`src/rtl/rv32_pkg.sv`:
```
// Shared RV32 definitions: NOP encoding, XLEN and the fetch FSM state encoding.
package rv32_pkg;

    localparam int unsigned RV32_XLEN = 32;
    localparam logic [31:0] RV32_NOP  = 32'h0000_0013;

    typedef enum logic [1:0] {
        FETCH_BOOT = 2'd0,
        FETCH_REQ  = 2'd1,
        FETCH_WAIT = 2'd2,
        FETCH_KILL = 2'd3
    } fetch_state_e;

endpackage

```
`src/rtl/rv32im_fetch_buf.sv`:
```
// One-entry valid/ready holding register for a fetched {instr, pc} pair.
// Priority: flush > load > clear, so a redirect always empties the entry.
module rv32im_fetch_buf
    import rv32_pkg::*;
(
    input  logic                 clk,
    input  logic                 reset_n,
    input  logic                 load,
    input  logic                 clear,
    input  logic                 flush,
    input  logic [RV32_XLEN-1:0] wr_instr,
    input  logic [RV32_XLEN-1:0] wr_pc,
    output logic                 valid,
    output logic [RV32_XLEN-1:0] instr,
    output logic [RV32_XLEN-1:0] pc
);

    // Entry state: contents only change on load, so they stay stable while stalled.
    always_ff @(posedge clk or negedge reset_n) begin
        if (!reset_n) begin
            valid <= 1'b0;
            instr <= RV32_NOP;
            pc    <= '0;
        end else if (flush) begin
            valid <= 1'b0;
        end else if (load) begin
            valid <= 1'b1;
            instr <= wr_instr;
            pc    <= wr_pc;
        end else if (clear) begin
            valid <= 1'b0;
        end
    end

endmodule

```
`src/rtl/rv32im_fetch.sv`:
```
// Instruction fetch unit: drives the PC register's next value, runs the
// imem request/response handshake and feeds decode through a 1-entry buffer.
// Optional feature macro: RV32_FETCH_MISALIGN_EN (flag misaligned redirects
// instead of silently aligning the target).
module rv32im_fetch
    import rv32_pkg::*;
#(
    parameter logic [RV32_XLEN-1:0] RESET_VECTOR = 32'h0000_0000
) (
    input  logic                 clk,
    input  logic                 reset_n,
    input  logic [RV32_XLEN-1:0] pc_i,
    output logic [RV32_XLEN-1:0] pc_next_o,
    input  logic                 redirect_i,
    input  logic [RV32_XLEN-1:0] redirect_pc_i,
    output logic                 imem_req_o,
    output logic [RV32_XLEN-1:0] imem_addr_o,
    input  logic                 imem_gnt_i,
    input  logic                 imem_rvalid_i,
    input  logic [RV32_XLEN-1:0] imem_rdata_i,
    output logic                 instr_valid_o,
    output logic [RV32_XLEN-1:0] instr_o,
    output logic [RV32_XLEN-1:0] instr_pc_o,
    input  logic                 instr_ready_i,
    output logic                 fetch_misalign_o
);

    fetch_state_e         state;
    logic [RV32_XLEN-1:0] req_pc;
    logic                 misalign_q;
    logic                 redir;
    logic                 gnt_eff;
    logic                 buf_load;
    logic                 buf_clear;
    logic [RV32_XLEN-1:0] redir_target;
    logic                 misalign_redir;

`ifdef RV32_FETCH_MISALIGN_EN
    assign redir_target   = redirect_pc_i;
    assign misalign_redir = (redirect_pc_i[1:0] != 2'b00);
`else
    assign redir_target   = redirect_pc_i & ~32'h0000_0003;
    assign misalign_redir = 1'b0;
    assign misalign_q     = 1'b0;
`endif

    // Request/handshake qualifiers; redirects are ignored while booting.
    always_comb begin
        redir      = redirect_i && (state != FETCH_BOOT);
        imem_req_o = (state == FETCH_REQ) && (!instr_valid_o || instr_ready_i) && !misalign_q;
        gnt_eff    = imem_req_o && imem_gnt_i;
        buf_load   = (state == FETCH_WAIT) && imem_rvalid_i;
        buf_clear  = instr_valid_o && instr_ready_i;
    end

    // Next PC selection: boot vector, then redirect, then sequential advance on grant.
    always_comb begin
        pc_next_o = pc_i;
        if (state == FETCH_BOOT) begin
            pc_next_o = RESET_VECTOR;
        end else if (redir) begin
            pc_next_o = redir_target;
        end else if (gnt_eff) begin
            pc_next_o = pc_i + 32'd4;
        end
    end

    assign imem_addr_o      = pc_i;
    assign fetch_misalign_o = misalign_q;

    // Fetch FSM; any redirect that leaves a request outstanding parks in KILL
    // so the stale response is swallowed instead of loading the buffer.
    always_ff @(posedge clk or negedge reset_n) begin
        if (!reset_n) begin
            state  <= FETCH_BOOT;
            req_pc <= '0;
`ifdef RV32_FETCH_MISALIGN_EN
            misalign_q <= 1'b0;
`endif
        end else begin
`ifdef RV32_FETCH_MISALIGN_EN
            if (redir) begin
                misalign_q <= misalign_redir;
            end
`endif
            case (state)
                FETCH_BOOT: state <= FETCH_REQ;
                FETCH_REQ: begin
                    if (gnt_eff) begin
                        req_pc <= pc_i;
                        state  <= redir ? FETCH_KILL : FETCH_WAIT;
                    end
                end
                FETCH_WAIT: begin
                    if (imem_rvalid_i) begin
                        state <= FETCH_REQ;
                    end else if (redir) begin
                        state <= FETCH_KILL;
                    end
                end
                FETCH_KILL: begin
                    if (imem_rvalid_i) begin
                        state <= FETCH_REQ;
                    end
                end
                default: state <= FETCH_BOOT;
            endcase
        end
    end

    rv32im_fetch_buf u_buf (
        .clk      (clk),
        .reset_n  (reset_n),
        .load     (buf_load),
        .clear    (buf_clear),
        .flush    (redir),
        .wr_instr (imem_rdata_i),
        .wr_pc    (req_pc),
        .valid    (instr_valid_o),
        .instr    (instr_o),
        .pc       (instr_pc_o)
    );

endmodule

```
`config.mk`:
```
export PLATFORM = sky130hd
export DESIGN_NAME = rv32im_fetch
export DESIGN_NICKNAME = d
export VERILOG_FILES = /design/src/rtl/rv32_pkg.sv /design/src/rtl/rv32im_fetch_buf.sv /design/src/rtl/rv32im_fetch.sv
export SDC_FILE = /design/constraint.sdc
export NUM_CORES = 1
export LEC_CHECK = 0
export BUFFER_PORTS_ARGS = -buffer_cell sky130_fd_sc_hd__buf_2
export CAP_MARGIN = 10
export CORE_MARGIN = 3
export CORE_UTILIZATION = 30
export CTS_CLUSTER_DIAMETER = 50
export DETAILED_ROUTE_END_ITERATION = 7
export PLACE_DENSITY = 0.57
export SYNTH_ARGS = -nofsm -noshare
export SYNTH_HDL_FRONTEND = slang
export SYNTH_SLANG_ARGS = --single-unit
```
`constraint.sdc`:
```
create_clock -name clk -period 3.6 [get_ports clk]
set_input_delay 0 -clock clk [delete_from_list [all_inputs] [get_ports clk]]
set_output_delay 0 -clock clk [all_outputs]
set_load 0.05 [all_outputs]
```
== Word level (Yosys, flattened, before mapping) ==
Cells that the tools add are included.
Cells by class
  bitwise operators: 1
  multiplexer cells: 12
  eq/ne operators: 6
  add/subtract/negate cells: 1
  reductions and logical operators: 13
Operators by type and width (number)
  two-way mux 32 bit: 3
  adder 32 x 3 -> 32 bit (second input constant): 1
  two-way mux 2 bit: 4
  one-hot mux 2 bit (4 select lines): 1
  logical AND 1 bit: 5
  == test 2 bit (second input constant): 2
  two-way mux 1 bit: 4
  != test 2 bit (second input constant): 2
  AND reduction 2 bit: 2
  != test 3 bit (second input constant): 1
  AND reduction 3 bit: 1
  nonzero test 3 bit: 1
  == test 2 x 1 -> 1 bit (second input constant): 1
  zero test 2 bit: 1
  nonzero test 2 bit: 1
  zero test 1 bit: 1
  logical OR 1 bit: 1
  inverter 1 bit: 1
Storage, ports and cells
  logic and storage cells: 38
  flip-flop bits (word level): 99
  output and inout port bits: 131

== Depth between registers and ports, before layout ==
  word-level depth: 7
  mapped depth: 7
  gate-level depth less buffers: 7

== Hierarchy ==
A second synthesis with hierarchy kept.
Second synthesis, totals
  cell total of the unflattened synthesis: 493
  area total of the unflattened synthesis: 5806.8 um^2
Modules (own cells, without submodules)
  rv32im_fetch: area an instance 3061.7 um^2, cells an instance 353, times used 1
  rv32im_fetch_buf: area an instance 2745.1 um^2, cells an instance 140, times used 1

== Least setup slack after synthesis ==
No wires, ideal clock.
  path type: register -> output
  start point: reg u_buf.valid
  end point: out pc_next_o[3]
  path slack: 0.716 ns
  arrival: 2.884 ns
  buffers on the path: 2
  cell stages (with the launch flop): 7
  path through: dfrtp_1 > nor2b_1 > buf_2 > nor2_2 > buf_2 > nand2_1 > a311oi_1
Between the ends
  longest elaborated chain between the ends: 7
RTL lines
  start, declared: line rv32im_fetch_buf.sv:13  | output logic valid,
  start signal, assigned: line rv32im_fetch_buf.sv:21  | valid <= 1'b0;
  start signal, assigned: line rv32im_fetch_buf.sv:25  | valid <= 1'b0;
  start signal, assigned: line rv32im_fetch_buf.sv:27  | valid <= 1'b1;
  zero test 1 bit: line rv32im_fetch.sv:50  | imem_req_o = (state == FETCH_REQ) && (!instr_valid_o || instr_ready_i) && !misalign_q;
  logical OR 1 bit: line rv32im_fetch.sv:50
  logical AND 1 bit: line rv32im_fetch.sv:50
  logical AND 1 bit: line rv32im_fetch.sv:51  | gnt_eff = imem_req_o && imem_gnt_i;
  two-way mux 32 bit: line rv32im_fetch.sv:63  | end else if (gnt_eff) begin
  two-way mux 32 bit: line rv32im_fetch.sv:61  | end else if (redir) begin
  two-way mux 32 bit: line rv32im_fetch.sv:59  | if (state == FETCH_BOOT) begin
  end, declared: line rv32im_fetch.sv:13  | output logic [RV32_XLEN-1:0] pc_next_o,
No other way between the ends.

== Worst setup path after layout ==
  start point: reg state[1]
  end point: out pc_next_o[21]
Between the ends
  longest elaborated chain between the ends: 6
  elaborated cells on any way between the ends: 9
RTL lines
  start, declared: line rv32im_fetch.sv:28  | fetch_state_e state;
  start signal, assigned: line rv32im_fetch.sv:91  | state <= redir ? FETCH_KILL : FETCH_WAIT;
  == test 2 x 1 -> 1 bit: line rv32im_fetch.sv:50
  logical AND 1 bit: line rv32im_fetch.sv:50
  logical AND 1 bit: line rv32im_fetch.sv:51
  two-way mux 32 bit: line rv32im_fetch.sv:63
  two-way mux 32 bit: line rv32im_fetch.sv:61
  two-way mux 32 bit (*): line rv32im_fetch.sv:59
Mark *: on every way between the ends. The rest lies on a longest branch, timed or not.

==> results.env <==
STATUS='finished, final reports clean'
CTS-RESIZED-GATES=0
DRC=0
DRIVE_GT1_SHARE_PCT=52.1
TIMING.CRITICAL_PATH.FROM_TYPE='flip-flop'
AREA_GROWTH_SYN_TO_LAYOUT_PCT=40.1
POST_SYNTH_INST_COUNT=429
DIE_HEIGHT_UM=136
TOTALPOWERFINAL_W=0.00650
MIN_PERIOD_OVER_PERIOD_PCT=79.7
GRTUSAGEMET3_PCT=4.40
CTS_ROOT_BUF='sky130_fd_sc_hd__clkbuf_16'
CLK_LATENCY_PS=340
LEAKAGE_nW=3.37
SYNTHDOMINANTCELLAREASHARE_PCT=47.4
DRT_TOTAL_WL_MM=14.6
DRT_PRE_ANTENNA_ITERS=4
CTS_MAX_LEVEL=3
CORE-AREA_SQ_UM=16200
HOLD_VIOL_FINAL=0
MAPPEDNETLISTAREA_SQ_UM=5070
MAX_FREQ_MHz=349
SETUP-VIOLATIONS-FINAL=0
FINALWEIGHTEDCONGESTION=0.753
POST-PLACE-CELLS=825
TIMING.CRITICAL_PATH.BUF_INV=2
IO_PINS=233
MAX_SLEW.WORST_PIN.SLEW_PS=986
CTS.SINK_COUNT=99
TIMING.SETUP.CRITICAL_PATH_CLASS='flip-flop to primary output'
FINAL_CELL_COUNT_NO_FILL=902
SLEW_HEADROOM_PCT=34.3
TIMING_MAX_TRANSITION_VIOLATIONS_FINAL=0
CRIT_PATH_CELL_TRACE='inv_1 -> ha_1 -> nand2_1 -> nor3_4 -> nand3_1 -> xor2_1 -> a211oi_1 -> buf_2'
FINALNETCOUNT=787
FINAL.SETUP.WORST_SLACK_PS=731
PRE_CTS_WS_PS=1050
GRT_SETUP_UNREPAIRED='false'
CLOCK_TREE_FROM_TRITONCTS='built'
FIN_CRIT_PS=2870
GRT_USAGE_PCT=15.8
CP_TOP_DELAY_FAMILY='simple AND/OR/NAND/NOR gates'
SYN_AREA_PER_CELL_SQ_UM=11.8
TOTALNEGATIVESETUPSLACK_PS=0
CTS_BUFFERS=9
DESIGN.DIE.AREA_SQ_UM=18500
END_KIND='primary output'
CTS.REPORTEDPATHS.CLKPINSLEW_PS=70
ANTENNA_LEFT=0
CAP_VIOLATIONS=0
WORST_EP_REQUIRED_TIME_PS=3600
FIRST_GLOBAL_VIAS=4346
CLOCK-SKEW-FINAL_PS=7.21
DRT-INITIAL-DRC-COUNT=95
VIA_COUNT=4194
GRT_START_MAX_NET_PINS=66
YOSYSTOPAREACELL='sky130_fd_sc_hd__dfrtp_1'
FP.DIEW_UM=136
SYNTHESIZED_NETLIST_NET_COUNT=536
START_UTIL_PCT=31.3
GRT-BUSIEST-LAYER='met2'
YS.WARNINGS.COUNT=0
GRT.MET2_USAGE_PCT=27.3
ANTENNA_FOUND_INITIAL=2
SEQ_AREA_FRAC_SYNTH_PCT=48.9
LARGEST_INCREMENTAL_DELAY_ON_THE_CRITICAL_PATH_PS=600
SYNTH_SEQ_CELLS=99
STD_CELL_ROWS=46
CP_SLOWEST_CELL='sky130_fd_sc_hd__nor3_4'
VIA_DENSITY_PER_INSTANCE=4.65
PLACEMENT.IO_BUFFERS=229
NETLIST_TOP_CELLS_AREA='sky130_fd_sc_hd__dfrtp_1, sky130_fd_sc_hd__mux2_2, sky130_fd_sc_hd__buf_4'
POWER.IR.VDD_WORST_mV=0.488
CTS.PATH.MAX_BUFFERS=2
CRIT_PATH_DAT_PS=2870
GRT_PASS1_WL_MM=22.7
DETAILED_PLACE_HPWL_MM=10.4
GLOBALROUTEOVERFLOWTOTAL=0
POWER_DENSITY_nW_PER_UM2=915
SYNTH.DISTINCT_CELLS=39
GR-USAGE-MET1_PCT=18.7
POST_ROUTE_CELL_AREA_SQ_UM=7110
AVGROUTEDWIREPERCELL_UM=16.2
DPL_CELL_AREA_SQ_UM=6200
HOLD_PATH_CLASS='input port to flip-flop'
CRIT_PATH_MAX_FANOUT=10
## state kept, by name (all words and copies together), names as in the netlist
register     cells
u_buf.pc        32
u_buf.instr     32
u_buf.valid      1
req_pc          32
state            2
## cell usage in the layout (no fill, tap or decap), types with 2 or more instances in the layout
master / n
sky130_fd_sc_hd__a211oi_1: 25
sky130_fd_sc_hd__a21oi_1: 4
sky130_fd_sc_hd__and3_1: 4
sky130_fd_sc_hd__and4_1: 2
sky130_fd_sc_hd__buf_2: 228
sky130_fd_sc_hd__buf_4: 6
sky130_fd_sc_hd__clkbuf_16: 9
sky130_fd_sc_hd__clkinv_2: 3
sky130_fd_sc_hd__dfrtp_1: 96
sky130_fd_sc_hd__dfstp_2: 3
sky130_fd_sc_hd__dlygate4sd3_1: 60
sky130_fd_sc_hd__ha_1: 5
sky130_fd_sc_hd__inv_1: 5
sky130_fd_sc_hd__mux2_2: 96
sky130_fd_sc_hd__nand2_1: 20
sky130_fd_sc_hd__nand3_1: 10
sky130_fd_sc_hd__nand3_4: 2
sky130_fd_sc_hd__nand4_1: 14
sky130_fd_sc_hd__nand4b_1: 2
sky130_fd_sc_hd__nor2_1: 31
sky130_fd_sc_hd__nor3_1: 2
sky130_fd_sc_hd__nor3_4: 2
sky130_fd_sc_hd__nor3b_1: 2
sky130_fd_sc_hd__nor4_1: 3
sky130_fd_sc_hd__o21ai_0: 4
sky130_fd_sc_hd__xnor2_1: 3
sky130_fd_sc_hd__xor2_1: 26
## worst reg2reg max path, cell delays in order, from the launching register on
cell and delay (ps):
sky130_fd_sc_hd__dfrtp_1 420, sky130_fd_sc_hd__inv_1 110, sky130_fd_sc_hd__ha_1 160, sky130_fd_sc_hd__nand2b_1 240, sky130_fd_sc_hd__nand3_4 760, sky130_fd_sc_hd__mux2_2 610
## timing repair
| action | 4_1_cts | 5_1_grt |
|---|---|---|
| buffers inserted | 0 | 0 |
| hold buffers | 60 | 0 |
| endpoints found under the hold margin | 119 | 0 |
## cell usage after synthesis (all sizes together)
cell type	count
nor4	4
o21ai	4
buf	44
nand4	14
dfstp	3
mux2i	1
a211oi	25
a21oi	4
and2	1
and4	2
o211a	1
conb	1
mux2	96
clkbuf	10
xor2	26
nand4bb	1
dfrtp	96
nor2b	1
nand2	20
and3	4
o22ai	1
nand3	12
nor3	4
nand2b	1
o21bai	1
nand4b	2
xnor2	3
nor3b	2
ha	5
inv	6
a311oi	1
nor2	33
## layer usage
layer  vias to the layer above  part of all wire, %
li1                       1993                    -
met1                      2025                   40
met2                       154                   51
met3                        20                  7.4
met4                         2                  1.9
met5                         -                0.089
## kinds of logic after synthesis
kind of cell | count (synthesis) | share of synthesized area [%]
AOI/OAI and AO/OA | 37 | 5.13
xor gates and xnor gates | 29 | 5.01
adders and majority gates | 5 | 1.23
buffers and inverters | 60 | 7.25
DFF | 99 | 48.9
muxes | 97 | 21.5
other | 1 | 0.0739
and+or+nand+nor | 101 | 10.9
## report_power, final
part,internal (W),switching [W],total (W)
logic,0.00102,0.00257,0.00359
registers,0.00167,0.000258,0.00193
clock network,0.000558,0.000424,0.000982
total,0.00325,0.00325,0.00650
## final timing paths
check,from,endpoint,slack [ps],cells after the start
hold / removal,pc_i[7],req_pc[7],30,2
min in group asynchronous,reset_n,u_buf.pc[26],280,2
setup reg to reg,state[0],u_buf.instr[26],1180,5
hold reg to reg,u_buf.pc[26],u_buf.pc[26],500,1
max in group asynchronous,reset_n,req_pc[20],2280,3
setup / recovery,state[1],pc_next_o[21],730,8
## final cells by class
| cell class | instances | area (sq um) |
|---|---|---|
| multi-input combinational | 270 | 2240 |
| fill | 1561 | 9130 |
| clock buffer | 10 | 239 |
| sequential | 99 | 2480 |
| tap | 216 | 270 |
| clock inverter | 6 | 62.6 |
| timing repair buffer | 294 | 1790 |
| antenna | 1 | 2.50 |
| inverter | 6 | 22.5 |
## per-stage QoR
stage | utilization, % | hold WS [ps]
global placement | 38.2 | 122
CTS | 43.8 | 10.4
detailed placement | 38.2 | 141
floorplan | - | -296
finish | 43.8 | 26.6
global route | 43.8 | 25.9
Power figures use the tool's default switching activity.
